**src/rtl/univ_shift_reg.sv**
```systemverilog
// Universal shift register: hold, shift, rotate, load and clear with fill tracking.
// Optional registered parity output when UNIV_SHIFT_REG_PARITY_EN is defined.
module univ_shift_reg #(
    parameter int WIDTH = 8,
    parameter int CW    = $clog2(WIDTH + 1)
) (
    input  logic             clk,
    input  logic             reset,
    input  logic             en,
    input  logic [2:0]       mode,
    input  logic             x,
    input  logic [WIDTH-1:0] load_data,
`ifdef UNIV_SHIFT_REG_PARITY_EN
    output logic             parity,
`endif
    output logic [WIDTH-1:0] shift_value,
    output logic             sout,
    output logic [CW-1:0]    fill_cnt,
    output logic             full
);

    typedef enum logic [2:0] {
        M_HOLD = 3'd0,
        M_SHL  = 3'd1,
        M_SHR  = 3'd2,
        M_ROL  = 3'd3,
        M_ROR  = 3'd4,
        M_LOAD = 3'd5,
        M_CLR  = 3'd6,
        M_RSVD = 3'd7
    } mode_e;

    localparam logic [CW-1:0] FULL_CNT = CW'(WIDTH);

    mode_e            op;
    logic [WIDTH-1:0] val_n;
    logic             sout_n;
    logic [CW-1:0]    fill_n;
    logic [CW-1:0]    fill_inc;

    assign op = mode_e'(mode);

    // Saturate so shifting a full register never wraps the count.
    assign fill_inc = (fill_cnt == FULL_CNT) ? FULL_CNT : fill_cnt + CW'(1);

    always_comb begin
        val_n  = shift_value;
        sout_n = sout;
        fill_n = fill_cnt;
        if (en) begin
            unique case (op)
                M_SHL: begin
                    val_n  = {shift_value[WIDTH-2:0], x};
                    sout_n = shift_value[WIDTH-1];
                    fill_n = fill_inc;
                end
                M_SHR: begin
                    val_n  = {x, shift_value[WIDTH-1:1]};
                    sout_n = shift_value[0];
                    fill_n = fill_inc;
                end
                M_ROL: begin
                    val_n  = {shift_value[WIDTH-2:0], shift_value[WIDTH-1]};
                    sout_n = shift_value[WIDTH-1];
                end
                M_ROR: begin
                    val_n  = {shift_value[0], shift_value[WIDTH-1:1]};
                    sout_n = shift_value[0];
                end
                M_LOAD: begin
                    val_n  = load_data;
                    fill_n = FULL_CNT;
                end
                M_CLR: begin
                    val_n  = '0;
                    fill_n = '0;
                end
                M_HOLD, M_RSVD: begin
                end
                default: begin
                end
            endcase
        end
    end

    // full is derived from the next count so it lands on the same edge.
    always_ff @(posedge clk) begin
        if (!reset) begin
            shift_value <= '0;
            sout        <= 1'b0;
            fill_cnt    <= '0;
            full        <= 1'b0;
        end else begin
            shift_value <= val_n;
            sout        <= sout_n;
            fill_cnt    <= fill_n;
            full        <= (fill_n == FULL_CNT);
        end
    end

`ifdef UNIV_SHIFT_REG_PARITY_EN
    always_ff @(posedge clk) begin
        if (!reset) begin
            parity <= 1'b0;
        end else begin
            parity <= ^val_n;
        end
    end
`endif

endmodule

```
**config.mk**
```make
export PLATFORM = sky130hd
export DESIGN_NAME = univ_shift_reg
export DESIGN_NICKNAME = d
export VERILOG_FILES = /design/src/rtl/univ_shift_reg.sv
export SDC_FILE = /design/constraint.sdc
export NUM_CORES = 1
export LEC_CHECK = 0
export ABC_AREA = 0
export CAP_MARGIN = 15
export CORE_MARGIN = 1
export CORE_UTILIZATION = 49
export CTS_BUF_LIST = sky130_fd_sc_hd__clkbuf_8
export CTS_CLUSTER_SIZE = 12
export DETAILED_ROUTE_END_ITERATION = 7
export GPL_TIMING_DRIVEN = 0
export PLACE_DENSITY = 0.86
export SYNTH_ARGS = -nofsm -noshare
export SYNTH_HDL_FRONTEND = slang
export SYNTH_SLANG_ARGS = --single-unit
```
**constraint.sdc**
```tcl
create_clock -name clk -period 3.6 [get_ports clk]
set_input_delay 0.36 -clock clk [delete_from_list [all_inputs] [get_ports clk]]
set_output_delay 0.36 -clock clk [all_outputs]
set_load 0.01 [all_outputs]
```
# Word-level counts from Yosys, hierarchy flattened

Cells that the tools add are included.

Register bits after elaboration: 14
Input port bits: 15
Output and inout port bits: 14
Logic and storage cells: 25

Add/sub/neg operators: 1
Equal/unequal tests: 8
Mux-type cells: 5
Reductions and logical operators: 7

Operator list:

| kind                | count |
|---|---|
| $pmux 8 s6          | 1 |
| $pmux 4 s3          | 1 |
| $eq 3x3->1 const B  | 3 |
| $eq 4x4->1 const B  | 2 |
| $mux 4              | 2 |
| $eq 3x2->1 const B  | 2 |
| $reduce_bool 6->1   | 1 |
| $reduce_or 2->1     | 3 |
| $add 4x1->4 const B | 1 |
| $reduce_and 2->1    | 2 |
| $eq 3x1->1 const B  | 1 |
| $pmux 1 s2          | 1 |
| $reduce_bool 2->1   | 1 |

# Logic depth before layout (Yosys ltp)

Gate-level depths: netlist (run 1).

Depth in word-level cells: 5
Mapped depth: 7
Mapped depth without buffers: 6

# Worst setup path before layout (run 1)

Ideal clock, no wire load.

Path kind: in2reg
Start point: input port mode[0]
End point: register full
Setup time: 87 ps
Arrival: 1514 ps
Data required time: 3513 ps
Setup slack: 1999 ps
Stages: 6
Path buffers: 1
Path through: buf_6 > xor2_2 > or4b_1 > a21oi_1 > o21a_2 > nor4b_4

Word-level cells in the longest chain between the ends: 5
Elaborated cells on any way between the ends: 8
Classes of those cells: eq/ne: 5; mux: 2; reduce/logical: 1

Ends and longest elaborated chain:

| element                                         | RTL line | source |
|---|---|---|
| start: declaration                              | 10       | `input logic [2:0] mode,` |
| $eq 3x2->1 / $eq 3x1->1 (equally long branches) | 51       | `unique case (op)` |
| $reduce_or 2->1 (no line)                       | n/a      |  |
| $pmux 4 s3 *                                    | 51       |  |
| $mux 4 *                                        | 50       | `if (en) begin` |
| $eq 4x4->1 *                                    | 97       | `full <= (fill_n == FULL_CNT);` |
| end signal: assignment                          | 97       |  |
| end: declaration                                | 19       | `output logic full` |

Every way passes the cells marked *; elsewhere a longest branch is shown, timed or not.
A chain may end at the register's enable or synchronous reset.

# Worst setup path after layout (run 1)

Start point: input port mode[1]
End point: register shift_value[6]

Word-level cells in the longest chain between the ends: 3
Elaborated cells on any way between the ends: 9
Classes of those cells: eq/ne: 6; mux: 1; reduce/logical: 2

Ends and longest elaborated chain:

| element                                  | RTL line | source |
|---|---|---|
| $eq 3x3->1, or another cell as far along | 51       |  |
| $reduce_bool 6->1 (no line)              | n/a      |  |
| $reduce_and 2->1 (no line)               | n/a      |  |
| end signal: assignment                   | 94       | `shift_value <= val_n;` |
| end: declaration                         | 16       | `output logic [WIDTH-1:0] shift_value,` |

Parallel ways exist; a longest one is shown, timed or not.

==> run summary, run 1 <==
status = completed
Setup crit end kind = flop
# rows = 14
Initial Util = 0.541
Async SR Flop Fraction = 0
DRC = 0
drt first pass iters = 4
Setup-failing EPs final = 0
Clock transition at path regs = 0.06 ns
synth unique cells = 32
worst flop-to-flop path startpoint = fill_cnt[0]
Hold Startpoint = mode[0]
P&R area growth vs syn = 40.2%
CP startpoint kind = primary input
FF-to-FF path depth = 5
die area = 1870 µm²
post-synth net total = 109
slew of the pin with the lowest slew margin = 0.633 ns
Final Hold Viols = 0
ANT cells = 0
Leak Pwr = 0.521 nW
Slew Viols, Final = 0
CP arrival = 2.23 ns
gr ovfl total = 0
die width = 43.3 µm
die height = 43.3 µm
Max Root-Sink Buffers = 2
average size of a mapped cell = 9.07 µm²
Layout Utilization = 0.759
Tcrit/Tclk final = 0.580
initial antenna violation count = 0
R2R Setup Slk = 2.00 ns
CTS buffer count = 3
post-CTS setup repair buffer count = 0
core area = 1540 µm²
Peak supply drop = 343 µV
root buffer cell = clkbuf_8
crit-path max FO = 10
Rel. slew slack = 0.575
Final GP Congestion = 0.875
Avg WL per Cell = 16.4 µm
TritonCTS Sinks = 14
WHS Endpoint = shift_value[0]
Post-synth EDFFs = 0
PortBufs = 26
final WL = 2.26 mm
critical path class = in -> reg
Synth Register Bits = 14
antenna-violating nets left = 0
unrepaired setup endpoints after global routing = no
Net count, final = 140
via count = 862
share of layout cells above drive strength 1 = 0.115
# H-tree levels = 1
I/O pin cnt = 29
vias per cell = 6.25
max frequency = 0.479 GHz
post-route minimum period = 2.09 ns
hold crit path type = in -> reg
Ys Warns = 0
pin count of the biggest net entering global routing = 11
Req. time, crit path = 3.74 ns
reg2reg end = full
Cells after DPL = 134
CTS Hold Bufs = 0
register area share after synthesis = 0.336
Tot GR Track Use = 0.259
hpwl dp = 1.55 mm
CTS tree = done
vias in the first global route = 796
Pwr Total = 0.000447 W
hold path depth = 3
Worst Skew = 0.000433 ns
Max Cap Violations = 0
worst skew pair latency = 0.25 ns
most frequent cells in the layout = 26 x clkdlybuf4s50_1, 14 x dfxtp_1, 12 x nand2_1
Starting DRT DRC Count = 57
PwrDens = 383 nW/µm²
Top FF cell, synth = dfxtp_1
post-CTS resize count = 0
commonest non-fill, non-tap cell in the layout = clkdlybuf4s50_1
Post-Layout Cell Count = 138
first-pass GRT wire length = 3.58 mm
synthesized cell area = 835 µm²
Setup TNS = 0 ns
Post-Synthesis Cells = 92
-- state kept, by name, indices dropped and copies added (netlist names) --
register / flops
fill_cnt: 4
full: 1
shift_value: 8
sout: 1
-- worst max-delay path, stage by stage --
cell and delay, ns:
clkdlybuf4s50_1 0.52, buf_2 0.24, nor3_1 0.07, nor3_1 0.33, o21bai_2 0.26, buf_4 0.24
nand2_1 0.07, o211a_1 0.14
-- through the flow --
step                      hold slack, ns  area, µm²  setup slack [ns]
after CTS                          0.471       1170              1.52
final                              0.473       1170              1.51
after floorplan                    0.482        835              2.00
after global placement             0.489       1110              1.33
after global routing               0.522       1170              1.41
after detailed placement           0.498       1110              1.26
-- power by group --
| part | total, W | internal [W] | leakage, nW | switching [W] |
|---|---|---|---|---|
| clock network | 0.000156 | 0.0000971 | 0.0288 | 0.0000592 |
| logic | 0.000111 | 0.0000602 | 0.378 | 0.0000508 |
| registers | 0.000180 | 0.000167 | 0.115 | 0.0000131 |
| total | 0.000447 | 0.000324 | 0.521 | 0.000123 |
-- Yosys cell counts (all sizes together) (3+ instances only) --
| library cell | count | area share |
|---|---|---|
| a222oi | 6 | 0.072 |
| nand2 | 12 | 0.054 |
| nor3 | 3 | 0.018 |
| nand3 | 5 | 0.030 |
| and2 | 3 | 0.022 |
| buf | 4 | 0.034 |
| o211a | 8 | 0.096 |
| dfxtp | 14 | 0.34 |
| a21oi | 5 | 0.030 |
| o21ai | 5 | 0.030 |
| inv | 5 | 0.022 |
-- cell type report --
type                    count  area, µm²
well taps                  16       20.0
plain buffers               5       32.5
inverters                   5       18.8
fillers                   130        372
flip-flops and latches     14        280
repair buffers             26        260
multi-input cells          68        503
clock buffers               4       55.1
-- per-layer routing --
metal,part of all wire,GRT usage
met3,0.052,0.0638
met1,0.42,0.300
met5,0,0
met4,0.027,0.115
met2,0.50,0.442
-- worst max path at each step --
stage            start        endpoint
3_3_place_gp   mode[1]  shift_value[6]
5_1_grt        mode[1]  shift_value[6]
4_1_cts        mode[1]  shift_value[6]
6_report       mode[1]  shift_value[6]
3_5_place_dp   mode[1]  shift_value[6]
2_1_floorplan  mode[0]            full
-- cells by family (layout without fill, tap and decap cells) --
family,count (synthesis),count (layout),synth area share
xor+xnor,2,2,0.0300
buf+inv,10,40,0.0615
fa+ha+maj,2,2,0.0300
mux,3,3,0.0390
flops,14,14,0.336
simple gates,30,30,0.201
compound gates,31,31,0.303
Power figures use the tool's default switching activity.
==> inputs of run 2 (changes only) <==
- CORE_UTILIZATION: 49 -> 46
- PLACE_DENSITY: 0.86 -> 0.81
- clock period: 3.6 -> 2.2 ns (I/O delays scaled with it)
==> run 2 against run 1 <==
Compared with the run above: routed wire length shrank 10%; utilization shrank 6.7 points; hold slack lost 0.14 ns; register-to-register slack lost 1.4 ns; clock skew grew 0.0032 ns; final cell count grew 6.5%; non-clock buffer count is the same; power grew 61%; sequential share of layout area shrank 0.23 points; worst setup slack lost 1.2 ns; critical path type unchanged; critical endpoint unchanged.
==> run summary, run 2 (synthesized netlist as in run 1, its figures left out) <==
DRC = 0 (unchanged)
die width = 44.6 µm (+3.1%)
Starting DRT DRC Count = 27 (-53%)
hold crit path type = in -> reg
die height = 44.6 µm (+3.1%)
slew of the pin with the lowest slew margin = 0.631 ns (-0.00196 ns)
max frequency = 0.523 GHz
Critical Path Max Stage Delay = 0.52 ns (about the same)
Max Cap Violations = 0 (unchanged)
root buffer cell = clkbuf_8
CTS buffer count = 3 (unchanged)
CTS Hold Bufs = 0 (unchanged)
Setup-failing EPs final = 0 (unchanged)
post-CTS setup repair buffer count = 0 (unchanged)
TritonCTS Sinks = 14 (unchanged)
post-route minimum period = 1.91 ns
Clock transition at path regs = 0.06 ns (about the same)
Setup crit end kind = flop
share of layout cells above drive strength 1 = 0.115 (unchanged)
Net count, final = 140 (unchanged)
hpwl dp = 1.52 mm (-1.8%)
CP arrival = 2.05 ns (-0.18 ns)
# rows = 15 (+1)
PwrDens = 610 nW/µm² (+59%)
Setup TNS = 0 ns (unchanged)
Leak Pwr = 0.521 nW (unchanged)
gr ovfl total = 0 (unchanged)
Max Root-Sink Buffers = 2 (unchanged)
worst flop-to-flop path startpoint = fill_cnt[0]
Final GP Congestion = 0.843 (-3.7%)
Reg with most FFs = shift_value
Hold Startpoint = mode[0]
drt first pass iters = 5 (+1)
Req. time, crit path = 2.34 ns (-1.40 ns)
P&R area growth vs syn = 41.5%
hold path depth = 3 (unchanged)
status = completed
Peak supply drop = 553 µV (+61%)
max reg flops = 8 (unchanged)
Rel. slew slack = 0.576 (+0.00132)
commonest non-fill, non-tap cell in the layout = clkdlybuf4s50_1
ANT cells = 0 (unchanged)
post-CTS resize count = 0 (unchanged)
PortBufs = 26 (unchanged)
CTS tree = done
CP max-delay cell = clkdlybuf4s50_1
antenna-violating nets left = 0 (unchanged)
top flop regs = shift_value: 8 flops, fill_cnt: 4 flops
reg2reg end = full
core area = 1710 µm² (+11%)
CP startpoint kind = primary input
Tcrit/Tclk final = 0.869
Final Hold Viols = 0 (unchanged)
via count = 841 (-2.4%)
# H-tree levels = 1 (unchanged)
post-route cell area = 1180 µm² (+0.96%)
die area = 1990 µm² (+6.2%)
worst skew pair latency = 0.24 ns (about the same)
first-pass GRT wire length = 3.43 mm (-4.2%)
placed cell area = 1130 µm² (+1.0%)
final WL = 2.03 mm (-10%)
R2R Setup Slk = 0.64 ns (-1.36 ns)
critical path class = in -> reg
pin count of the biggest net entering global routing = 11 (unchanged)
WHS Endpoint = shift_value[0]
crit-path max FO = 10 (unchanged)
Slew Viols, Final = 0 (unchanged)
I/O pin cnt = 29 (unchanged)
unrepaired setup endpoints after global routing = no
Worst Skew = 0.00367 ns (+0.00324 ns)
CP most frequent cell = nor3_1
most frequent cells in the layout = 26 x clkdlybuf4s50_1, 14 x dfxtp_1, 12 x nand2_1
Initial Util = 0.489 (-0.0528)
Tot GR Track Use = 0.224 (-0.0351)
vias per cell = 5.72 (-8.4%)
vias in the first global route = 760 (-4.5%)
Avg WL per Cell = 13.8 µm (-16%)
initial antenna violation count = 0 (unchanged)
FF-to-FF path depth = 5 (unchanged)
crit path cell chain = clkdlybuf4s50_1, buf_2, nor3_1, nor3_1, o21bai_2, buf_4, nand2_1, o211a_1
## run 2: how the worst max path moves through the flow
| stage | endpoint | cells after the start | start |
|---|---|---|---|
| detailed placement | shift_value[6] | 8 | mode[1] |
| global placement | shift_value[5] | 8 | mode[1] |
| floorplan | full | 5 | fill_cnt[0] |
| finish | shift_value[6] | 8 | mode[1] |
| CTS | shift_value[6] | 8 | mode[1] |
| global route | shift_value[5] | 8 | mode[1] |
## run 2: layer usage
metal,vias up,GRT usage,part of all wire
met4,0,0.0485,0.013
met1,397,0.325,0.48
met5,-,0,0
met2,31,0.362,0.46
met3,4,0.0163,0.039
li1,409,-,-
## run 2: where the power goes
part | internal (W) | switching (W) | leakage [nW] | total [W]
Clock | 0.000158 | 0.0000885 | 0.0288 | 0.000247
Sequential | 0.000274 | 0.0000213 | 0.115 | 0.000295
Combinational | 0.0000985 | 0.0000798 | 0.378 | 0.000178
## run 2: through the flow
step            util  total power (W)  hold WS (ns)  std cells  setup WS, ns
3_5_place_dp   0.659         0.000477         0.508        143        0.0564
3_3_place_gp   0.659         0.000473         0.503        143        0.0913
4_1_cts        0.692         0.000724         0.331        147         0.316
5_1_grt        0.692         0.000757         0.382        147         0.217
2_1_floorplan      -         0.000394         0.342         92         0.705
6_report       0.692         0.000720         0.335        147         0.289
## run 2: worst max-delay path: cells and delay by family
kind,cells,cell delay (ns)
buffers and inverters,3,1.00
and+or+nand+nor,3,0.45
AOI/OAI and AO/OA,2,0.37
## run 2: layout make-up
| type | count | area, µm² |
|---|---|---|
| Fill cell | 146 | 527 |
| Multi-Input combinational cell | 68 | 503 |
| Sequential cell | 14 | 280 |
| Timing Repair Buffer | 26 | 260 |
| Clock buffer | 4 | 55.1 |
| Buffer | 5 | 32.5 |
| Tap cell | 25 | 31.3 |
| Inverter | 5 | 18.8 |
==> RTL change: new RTL, config.mk and constraints of run 2 <==
The option `UNIV_SHIFT_REG_PARITY_EN` is turned on by a define.
--- a/src/rtl/univ_shift_reg.sv
+++ b/src/rtl/univ_shift_reg.sv
@@ -2,2 +2,4 @@
 // Optional registered parity output when UNIV_SHIFT_REG_PARITY_EN is defined.
+`define UNIV_SHIFT_REG_PARITY_EN
+
 module univ_shift_reg #(
Behaviour (old outputs only; new: parity): unchanged (Yosys induction, for registers that start in step).
==> RTL change against run 2 <==
Sequential power is 8.5% higher. Non-clock buffer count is 9 higher. Routed wire length is 70% higher. Setup slack worse by 0.18 ns. Clock skew is 0.0012 ns lower. Register-to-register slack worse by 0.48 ns. Area after synthesis is 54% higher. Sequential cell count is 1 higher. Synthesized cell count is 76% higher. Power is 16% higher. First-iteration DRC count stayed put. Combinational power is 65% higher. Cell area is 40% higher. Critical endpoint is now parity$_SDFF_PN0_.
==> RTL change: results (changes against run 2) <==
[layout]
drive_gt1_share_pct = 14.0  ; +2.5 points

[grt]
use_met3_pct = 2.78  ; +1.1 points
grt_util_met1_pct = 30.9  ; -1.6 points
grt_max_degree = 20  ; +9
grt_pass1_wl_um = 5390  ; +57%

[drt]
vias = 1282  ; +52%
drt_pass1_iterations = 4  ; -1

[place]
numPortBuffers = 27  ; +3.8%
dp.cells = 219  ; +53%
dpl.hpwl_um = 2570  ; +69%
gp_congestion = 0.841  ; -0.25%

[setup_path]
cp_top_family = XOR/XNOR gates
crit_arrival_ns = 2.24  ; +0.19 ns
reg2reg_depth = 7  ; +2
crit_start = mode[2]
slowest_stage = xnor3_1
critPathMaxStageDelay_ns = 0.41  ; -0.11 ns
r2r_setup_slack_ns = 0.16  ; -0.48 ns
rr_startpoint = shift_value[0]$_SDFF_PN0_

[synth]
synth_cell_types = 46  ; +44%
avgSynthCellArea_um2 = 7.91  ; -13%
synthesis.nets = 179  ; +64%

[pwr]
p_leak_nw = 0.604  ; +16%

[timing]
hold_ws_ns = 0.468  ; +0.133 ns
clock_skew_ns = 0.00244  ; -0.00123 ns

[status]
outcome = finished clean

[worst_hold_path]
hold_path_end = shift_value[6]$_SDFF_PN0_

RTL change: area by class of cell:
cell class / instances / area (um^2)
Fill cell: 229 / 895
Multi-Input combinational cell: 127 / 875
Sequential cell: 15 / 300
Timing Repair Buffer: 28 / 277
Buffer: 12 / 88.8
Clock buffer: 3 / 41.3
Tap cell: 30 / 37.5
Inverter: 7 / 26.3
Clock inverter: 1 / 5.00
RTL change: timing repair:
item                                    CTS  global route
buffers inserted                          1             0
resized for setup                         2             3
endpoints found under the setup margin    1             1
pin swaps                                 4             1
hold buffers                              0             0
RTL change: cells by family after synthesis:
group,synth area share [%]
adders and majority gates,1.95
muxes,4.59
AOI/OAI and AO/OA,22.7
and+or+nand+nor,28.4
buffers and inverters,8.98
xor gates and xnor gates,9.96
DFF,23.4
RTL change: layer usage:
layer  wire length (um)  vias to the layer above
met5                  0                        -
met3                125                        9
met4                 92                        0
met2               1630                       37
met1               1610                      593
li1                   -                      643
RTL change: worst max path at each step:
| stage | endpoint | slack (ns) | cells after the start |
|---|---|---|---|
| finish | parity$_SDFF_PN0_ | 0.11 | 9 |
| global placement | parity$_SDFF_PN0_ | -0.48 | 9 |
| floorplan | parity$_SDFF_PN0_ | 0.19 | 9 |
| CTS | parity$_SDFF_PN0_ | 0.05 | 9 |
| global route | parity$_SDFF_PN0_ | 0.006 | 9 |
| detailed placement | parity$_SDFF_PN0_ | -0.49 | 10 |
RTL change: power by group:
| group | internal (mW) | switching (mW) | total, mW | leakage, nW |
|---|---|---|---|---|
| Combinational | 0.158 | 0.136 | 0.293 | 0.456 |
| Sequential | 0.293 | 0.0274 | 0.320 | 0.123 |
| Clock | 0.126 | 0.0987 | 0.224 | 0.0255 |
RTL change: metrics by stage:
step | total power [mW] | cell area, um^2 | setup TNS, ns
after floorplan | 0.508 | 1280 | 0
after global placement | 0.605 | 1590 | -0.660
after detailed placement | 0.613 | 1590 | -0.883
after CTS | 0.836 | 1640 | 0
after global routing | 0.877 | 1650 | 0
final | 0.838 | 1650 | 0
RTL change: worst reg2reg max path, stage by stage (launching register included):
cell     delay, ns
dfxtp_1       0.52
and3b_1       0.22
o21ai_0       0.15
a31oi_1       0.12
nor4_2        0.35
xnor2_1       0.18
xnor3_1       0.24
and2_1        0.16
